==> src/rtl/regfile_test_port_if.sv <==
// Purpose: bundles the regfile access controller's bus signals. It covers the
//   processor and test-port regfile controls, the muxed regfile controls, the
//   stall/ownership handshake and the write-back trace FIFO read side.
// Ports (signals):
//   test                         harness requests regfile ownership (level)
//   p_we/p_wreg/p_rreg*/p_wdata  processor regfile controls
//   t_we/t_wreg/t_rreg*/t_wdata  test-port regfile controls
//   r_we/r_wreg/r_rreg*/r_wdata  muxed controls toward the regfile
//   p_stall, t_ready             processor hold / test-port ownership
//   trace_pop, trace_clear       trace FIFO consume / flush
//   trace_valid/reg/data/count/overflow  trace FIFO head and status
// Modports: slave = controller, master = processor/harness side.
interface regfile_test_port_if #(
  parameter int DATA_W = 32,
  parameter int REG_W  = 5,
  parameter int DEPTH  = 16
);
  localparam int CNT_W = $clog2(DEPTH) + 1;

  logic              test;
  logic              p_we;
  logic [REG_W-1:0]  p_wreg;
  logic [REG_W-1:0]  p_rregA;
  logic [REG_W-1:0]  p_rregB;
  logic [DATA_W-1:0] p_wdata;
  logic              t_we;
  logic [REG_W-1:0]  t_wreg;
  logic [REG_W-1:0]  t_rregA;
  logic [REG_W-1:0]  t_rregB;
  logic [DATA_W-1:0] t_wdata;
  logic              r_we;
  logic [REG_W-1:0]  r_wreg;
  logic [REG_W-1:0]  r_rregA;
  logic [REG_W-1:0]  r_rregB;
  logic [DATA_W-1:0] r_wdata;
  logic              p_stall;
  logic              t_ready;
  logic              trace_pop;
  logic              trace_clear;
  logic              trace_valid;
  logic [REG_W-1:0]  trace_reg;
  logic [DATA_W-1:0] trace_data;
  logic [CNT_W-1:0]  trace_count;
  logic              trace_overflow;

  modport slave (
    input  test, p_we, p_wreg, p_rregA, p_rregB, p_wdata,
           t_we, t_wreg, t_rregA, t_rregB, t_wdata,
           trace_pop, trace_clear,
    output r_we, r_wreg, r_rregA, r_rregB, r_wdata, p_stall, t_ready,
           trace_valid, trace_reg, trace_data, trace_count, trace_overflow
  );

  modport master (
    output test, p_we, p_wreg, p_rregA, p_rregB, p_wdata,
           t_we, t_wreg, t_rregA, t_rregB, t_wdata,
           trace_pop, trace_clear,
    input  r_we, r_wreg, r_rregA, r_rregB, r_wdata, p_stall, t_ready,
           trace_valid, trace_reg, trace_data, trace_count, trace_overflow
  );
endinterface

==> src/rtl/regfile_test_port.sv <==
// Purpose: arbitrates regfile access between the processor and the board test
//   harness. A four-state handoff FSM stalls the processor before the test
//   port takes the regfile. Every traced processor write-back is captured into
//   a FIFO that the harness reads back.
// Ports:
//   clock  single clock, rising edge
//   reset  synchronous, active-high
//   bus    regfile_test_port_if.slave (processor/test/regfile/trace signals)
module regfile_test_port #(
  parameter int DATA_W = 32,
  parameter int REG_W  = 5,
  parameter int DEPTH  = 16
) (
  input logic               clock,
  input logic               reset,
  regfile_test_port_if.slave bus
);
  localparam int PTR_W = $clog2(DEPTH);
  localparam int CNT_W = PTR_W + 1;

  typedef enum logic [1:0] {RUN, HANDOFF, TEST, RETURN} state_t;

  state_t stateQ;
  state_t stateNext;

  logic [PTR_W-1:0]  wrPtr;
  logic [PTR_W-1:0]  rdPtr;
  logic [CNT_W-1:0]  countQ;
  logic              overflowQ;
  logic [REG_W-1:0]  memReg  [DEPTH];
  logic [DATA_W-1:0] memData [DEPTH];

  logic pushReq;
  logic fifoFull;
  logic fifoEmpty;
  logic doPop;
  logic doPush;

  always_ff @(posedge clock) begin
    if (reset) stateQ <= RUN;
    else       stateQ <= stateNext;
  end

  // HANDOFF and RETURN are bubble cycles: reads point at the incoming owner
  // while writes stay blocked, so neither side writes during the switch.
  always_comb begin
    stateNext    = stateQ;
    bus.r_we     = 1'b0;
    bus.r_wreg   = bus.p_wreg;
    bus.r_wdata  = bus.p_wdata;
    bus.r_rregA  = bus.p_rregA;
    bus.r_rregB  = bus.p_rregB;
    bus.p_stall  = 1'b1;
    bus.t_ready  = 1'b0;
    case (stateQ)
      RUN: begin
        bus.r_we    = bus.p_we;
        bus.p_stall = 1'b0;
        if (bus.test) stateNext = HANDOFF;
      end
      HANDOFF: begin
        bus.r_wreg  = bus.t_wreg;
        bus.r_wdata = bus.t_wdata;
        bus.r_rregA = bus.t_rregA;
        bus.r_rregB = bus.t_rregB;
        stateNext   = bus.test ? TEST : RETURN;
      end
      TEST: begin
        bus.r_we    = bus.t_we;
        bus.r_wreg  = bus.t_wreg;
        bus.r_wdata = bus.t_wdata;
        bus.r_rregA = bus.t_rregA;
        bus.r_rregB = bus.t_rregB;
        bus.t_ready = 1'b1;
        if (!bus.test) stateNext = RETURN;
      end
      RETURN: begin
        stateNext = RUN;
      end
      default: begin
        stateNext = RUN;
      end
    endcase
    // No regfile write may slip through while reset is held, whatever state.
    if (reset) bus.r_we = 1'b0;
  end

  // Only processor write-backs to non-zero registers are traced.
  assign pushReq   = (stateQ == RUN) && bus.p_we && (bus.p_wreg != '0);
  assign fifoFull  = (countQ == CNT_W'(DEPTH));
  assign fifoEmpty = (countQ == '0);
  assign doPop     = bus.trace_pop && !fifoEmpty;
  // When full, a simultaneous pop frees the head slot, which wrPtr aliases.
  assign doPush    = pushReq && (!fifoFull || doPop);

  always_ff @(posedge clock) begin
    if (reset || bus.trace_clear) begin
      wrPtr     <= '0;
      rdPtr     <= '0;
      countQ    <= '0;
      overflowQ <= 1'b0;
    end else begin
      if (doPush) wrPtr <= wrPtr + PTR_W'(1);
      if (doPop)  rdPtr <= rdPtr + PTR_W'(1);
      case ({doPush, doPop})
        2'b10:   countQ <= countQ + CNT_W'(1);
        2'b01:   countQ <= countQ - CNT_W'(1);
        default: countQ <= countQ;
      endcase
      if (pushReq && fifoFull && !doPop) overflowQ <= 1'b1;
    end
  end

  // Storage holds data only; validity is tracked by the pointers and count.
  always_ff @(posedge clock) begin
    if (doPush) begin
      memReg[wrPtr]  <= bus.p_wreg;
      memData[wrPtr] <= bus.p_wdata;
    end
  end

  assign bus.trace_valid    = !fifoEmpty;
  assign bus.trace_reg      = memReg[rdPtr];
  assign bus.trace_data     = memData[rdPtr];
  assign bus.trace_count    = countQ;
  assign bus.trace_overflow = overflowQ;
endmodule

==> src/flat_wrapper.sv <==
// flat-port wrapper written by rule: the top's interface ports become plain ports
module regfile_test_port_flat 
#(
  parameter int DATA_W = 32,
  parameter int REG_W  = 5,
  parameter int DEPTH  = 16
)
  (clock, reset, bus_test, bus_p_we, bus_p_wreg, bus_p_rregA, bus_p_rregB, bus_p_wdata, bus_t_we, bus_t_wreg, bus_t_rregA, bus_t_rregB, bus_t_wdata, bus_trace_pop, bus_trace_clear, bus_r_we, bus_r_wreg, bus_r_rregA, bus_r_rregB, bus_r_wdata, bus_p_stall, bus_t_ready, bus_trace_valid, bus_trace_reg, bus_trace_data, bus_trace_count, bus_trace_overflow);
  regfile_test_port_if #(.DATA_W(DATA_W), .REG_W(REG_W), .DEPTH(DEPTH)) bus_i ();
  input logic clock;
  input logic reset;
  input wire logic [$bits(bus_i.test)-1:0] bus_test;
  input wire logic [$bits(bus_i.p_we)-1:0] bus_p_we;
  input wire logic [$bits(bus_i.p_wreg)-1:0] bus_p_wreg;
  input wire logic [$bits(bus_i.p_rregA)-1:0] bus_p_rregA;
  input wire logic [$bits(bus_i.p_rregB)-1:0] bus_p_rregB;
  input wire logic [$bits(bus_i.p_wdata)-1:0] bus_p_wdata;
  input wire logic [$bits(bus_i.t_we)-1:0] bus_t_we;
  input wire logic [$bits(bus_i.t_wreg)-1:0] bus_t_wreg;
  input wire logic [$bits(bus_i.t_rregA)-1:0] bus_t_rregA;
  input wire logic [$bits(bus_i.t_rregB)-1:0] bus_t_rregB;
  input wire logic [$bits(bus_i.t_wdata)-1:0] bus_t_wdata;
  input wire logic [$bits(bus_i.trace_pop)-1:0] bus_trace_pop;
  input wire logic [$bits(bus_i.trace_clear)-1:0] bus_trace_clear;
  output wire logic [$bits(bus_i.r_we)-1:0] bus_r_we;
  output wire logic [$bits(bus_i.r_wreg)-1:0] bus_r_wreg;
  output wire logic [$bits(bus_i.r_rregA)-1:0] bus_r_rregA;
  output wire logic [$bits(bus_i.r_rregB)-1:0] bus_r_rregB;
  output wire logic [$bits(bus_i.r_wdata)-1:0] bus_r_wdata;
  output wire logic [$bits(bus_i.p_stall)-1:0] bus_p_stall;
  output wire logic [$bits(bus_i.t_ready)-1:0] bus_t_ready;
  output wire logic [$bits(bus_i.trace_valid)-1:0] bus_trace_valid;
  output wire logic [$bits(bus_i.trace_reg)-1:0] bus_trace_reg;
  output wire logic [$bits(bus_i.trace_data)-1:0] bus_trace_data;
  output wire logic [$bits(bus_i.trace_count)-1:0] bus_trace_count;
  output wire logic [$bits(bus_i.trace_overflow)-1:0] bus_trace_overflow;
  assign bus_i.test = bus_test;
  assign bus_i.p_we = bus_p_we;
  assign bus_i.p_wreg = bus_p_wreg;
  assign bus_i.p_rregA = bus_p_rregA;
  assign bus_i.p_rregB = bus_p_rregB;
  assign bus_i.p_wdata = bus_p_wdata;
  assign bus_i.t_we = bus_t_we;
  assign bus_i.t_wreg = bus_t_wreg;
  assign bus_i.t_rregA = bus_t_rregA;
  assign bus_i.t_rregB = bus_t_rregB;
  assign bus_i.t_wdata = bus_t_wdata;
  assign bus_i.trace_pop = bus_trace_pop;
  assign bus_i.trace_clear = bus_trace_clear;
  assign bus_r_we = bus_i.r_we;
  assign bus_r_wreg = bus_i.r_wreg;
  assign bus_r_rregA = bus_i.r_rregA;
  assign bus_r_rregB = bus_i.r_rregB;
  assign bus_r_wdata = bus_i.r_wdata;
  assign bus_p_stall = bus_i.p_stall;
  assign bus_t_ready = bus_i.t_ready;
  assign bus_trace_valid = bus_i.trace_valid;
  assign bus_trace_reg = bus_i.trace_reg;
  assign bus_trace_data = bus_i.trace_data;
  assign bus_trace_count = bus_i.trace_count;
  assign bus_trace_overflow = bus_i.trace_overflow;
  regfile_test_port #(.DATA_W(DATA_W), .REG_W(REG_W), .DEPTH(DEPTH)) u_core (.clock(clock), .reset(reset), .bus(bus_i));
endmodule
==> config.mk <==
export PLATFORM = sky130hd
export DESIGN_NAME = regfile_test_port_flat
export DESIGN_NICKNAME = d
export VERILOG_FILES = /design/src/rtl/regfile_test_port_if.sv /design/src/rtl/regfile_test_port.sv /design/src/flat_wrapper.sv
export SDC_FILE = /design/constraint.sdc
export NUM_CORES = 1
export LEC_CHECK = 0
export CELL_PAD_IN_SITES_DETAIL_PLACEMENT = 0
export CELL_PAD_IN_SITES_GLOBAL_PLACEMENT = 2
export CORE_ASPECT_RATIO = 0.6
export CORE_MARGIN = 3
export CORE_UTILIZATION = 52
export CTS_BUF_LIST = sky130_fd_sc_hd__clkbuf_4
export DETAILED_ROUTE_END_ITERATION = 10
export HOLD_SLACK_MARGIN = 0.06
export PLACE_DENSITY = 0.92
export SYNTH_ARGS = -nofsm -noshare
export SYNTH_HDL_FRONTEND = slang
export SYNTH_SLANG_ARGS = --single-unit
==> constraint.sdc <==
create_clock -name clock -period 9.03 [get_ports clock]
set_input_delay 2.2575 -clock clock [delete_from_list [all_inputs] [get_ports clock]]
set_output_delay 2.2575 -clock clock [all_outputs]
set_load 0.005 [all_outputs]
==> results.md <==
- Antenna cells: 0
- Area of the multi-input gates: 0.00552 sq mm
- Post-CTS Resized: 0
- Grt total ovfl: 0
- Layout cells sized above 1: 34.9%
- Final Hold Vio Count: 0
- IO Port Bufs: about 190
- Synth top area share: ~74%
- Syn_nets: around 1,100
- Yosys warnings: 0
- GRT Util Overall: a little over a fifth
- Max Freq: approximately 160 MHz
- Initial antenna violation count: 1
- Gpl congestion: between 0.7 and 0.8
- Max transition margin: approximately a third
- Area leader, netlist: edfxtp_1
- #FFs+latches synth: 612
- Final setup margin: 2.80 ns
- Max rail drop VDD: between 100 and 150 uV
- TritonCTS buffer count: roughly 140
- CTS tree: done
- Number of fill cells in the layout: between 3,000 and 4,000
- Status: finished clean
- Chip Width: about 280 um
- H-Tree Depth: 4
- Setup crit start kind: flop
- Number of placed I/O pins: about 200
- Via Count: between 10,000 and 15,000
- Hold wc startpoint: u_core.bus.trace_overflow
- Final wirelength: about 52,000 um
- Core box area: between 0.04 and 0.05 sq mm
- Vias per cell: slightly below 6
- Post-cts hold buffer count: 0
- Post-Syn Area: about 0.024 sq mm
- Top_reg_cell synth: edfxtp_1
- Clk root buf: clkbuf_4
- Max-cap violations: 0
- CP max FO: 39
- TNS Setup: 0 ns
- Clk Latency, worst-skew pair: around 0.8 ns
- Area Overhead vs Synth: 18.6%
- Drt wl/cell: roughly 26 um
- Worst setup EP type: output pin
- Static leakage: slightly below 9 nW
- R2R Path Start: u_core.stateQ[0]
- Bufs on Longest Clock Path: 3
- Slew at the pin with the worst max-slew slack: 1.01 ns
- PwrDens: about 220 mW/mm^2
- Mapped Cells: between 1,000 and 1,500
- Final slew viol count: 0
- WP data arrival: between 3 and 4 ns
- Final setup viols: 0
- RSZ-0062 raised after global routing: false
- Final Cycle Share: between 60% and 70%
- Place WS: approximately 2.8 ns
- Drt initial violations: between 1,000 and 1,500
- Most common cell in the synthesized netlist: edfxtp_1
- Number of synthesized flops with an enable pin: between 500 and 600
- DRC Markers: 0
- Vias in the first global route: about 12,000
- Netlist cell types: 41
- DPL Wire Length: 26,100 um
- Post-CTS Setup Bufs: 0
- Hold crit path type: flop to flop
- Register Area: between 0.015 and 0.02 sq mm
- Die height: 172 um
- Worst Clk Skew: about 0.036 ns
- Synth top cells by count: 592 x edfxtp_1, 185 x mux4_2, 47 x mux2_2, 30 x clkbuf_1, 20 x dfxtp_1
- Tot Pwr: between 6 and 7 mW
- Required @ worst endpoint: 6.77 ns
- Sinks on the clock net: roughly 610
- Nets: between 1,000 and 1,500
- First-pass GRT wire length: 76,900 um
- Hold depth: 2
- Synthesized area per cell: around 24 sq um
- Async SR Flop Fraction: 0%
- Pin count of the biggest net entering global routing: about 150
- Die area: 0.0486 sq mm
- Initial core utilization: about 53%
- First-pass DRT Iterations: 5
- Post-DRT Antenna Nets: 0
- Largest cells by area after synthesis: edfxtp_1 74%, mux4_2 17%, mux2_2 2.2%
- Reg clk slew, reported paths: around 0.070 ns
- Worst reg2reg path depth: 8
- Cell Rows: 60
- Min cycle time layout: just over 6 ns
- Crit Path Class: flop to output pin
- Post-synthesis sequential area ratio: 76.1%
==> area by class of cell <==
class	instances	share of cell area, %
inverters	13	0.172
clock inverters	24	0.697
clock buffers	195	5.16
repair buffers	219	7.60
multi-input cells	336	19.5
flip-flops and latches	612	64.2
well taps	620	2.74
==> critical path: stages, from the launching register on <==
cell and delay [ns]:
dfxtp_4 0.79, buf_4 0.75, mux4_2 0.60, mux4_2 0.52, clkdlybuf4s50_1 0.47
==> power by group <==
part           internal, mW  switching [mW]
Combinational         0.497           0.352
Sequential             3.17          0.0236
Clock                  1.10           0.997
==> flip-flops by register name, summed over array words and instances, names as in the netlist, named ones only <==
signal,cells
u_core.wrPtr,4
u_core.rdPtr,4
u_core.stateQ,2
u_core.memData,512
u_core.bus.trace_count,5
u_core.bus.trace_overflow,1
u_core.memReg,80
==> cell families after synthesis <==
logic type               Yosys count  synth area share, %
flip-flops                       612                 76.1
multiplexers                     238                 20.0
buffers and inverters             65                 1.13
AND/OR/NAND/NOR                   56                 1.27
AO/OA/AOI/OAI                     20                0.534
adder cells (fa/ha/maj)           13                0.712
XOR/XNOR                           9                0.330
==> cells in the final DEF (no fill, tap or decap), types with 3 or more instances in the layout <==
master / n
edfxtp_1: 592
clkbuf_4: 195
clkdlybuf4s50_1: 194
mux4_2: 185
mux2_2: 47
buf_4: 23
dfxtp_1: 16
nor2_1: 15
clkinv_1: 15
inv_1: 13
ha_1: 11
a21oi_1: 9
and2_2: 8
xnor2_1: 7
nand2_1: 6
mux2i_1: 5
nor2_4: 4
nor4_2: 4
bufinv_16: 4
nor3_1: 3
dfxtp_4: 3
inv_2: 3
==> final timing paths <==
path         slack, ns                         to
max               2.80         bus_trace_data[27]
min               0.49  u_core.bus.trace_overflow
max reg2reg       5.48     u_core.memData[10][11]
min reg2reg       0.49  u_core.bus.trace_overflow
==> per-layer routing <==
layer / wire length, um / part of all wire [%] / global-route usage [%]
met5: 8 / 0.016 / 0
met4: 518 / 1.0 / 5.75
met3: 4320 / 8.4 / 5.30
met2: 25100 / 49 / 34.1
met1: 21600 / 42 / 31.9
==> per-stage QoR <==
step	hold slack, ns	util [%]	cell area, sq um	std cells
3_3_place_gp	0.461	59.1	26700	1800
3_5_place_dp	0.474	59.1	26700	1800
2_1_floorplan	0.460	-	23900	1013
4_1_cts	0.494	62.8	28300	2019
6_report	0.493	62.8	28300	2019
5_1_grt	0.509	62.8	28300	2019
(Power assumes the default switching activity.)
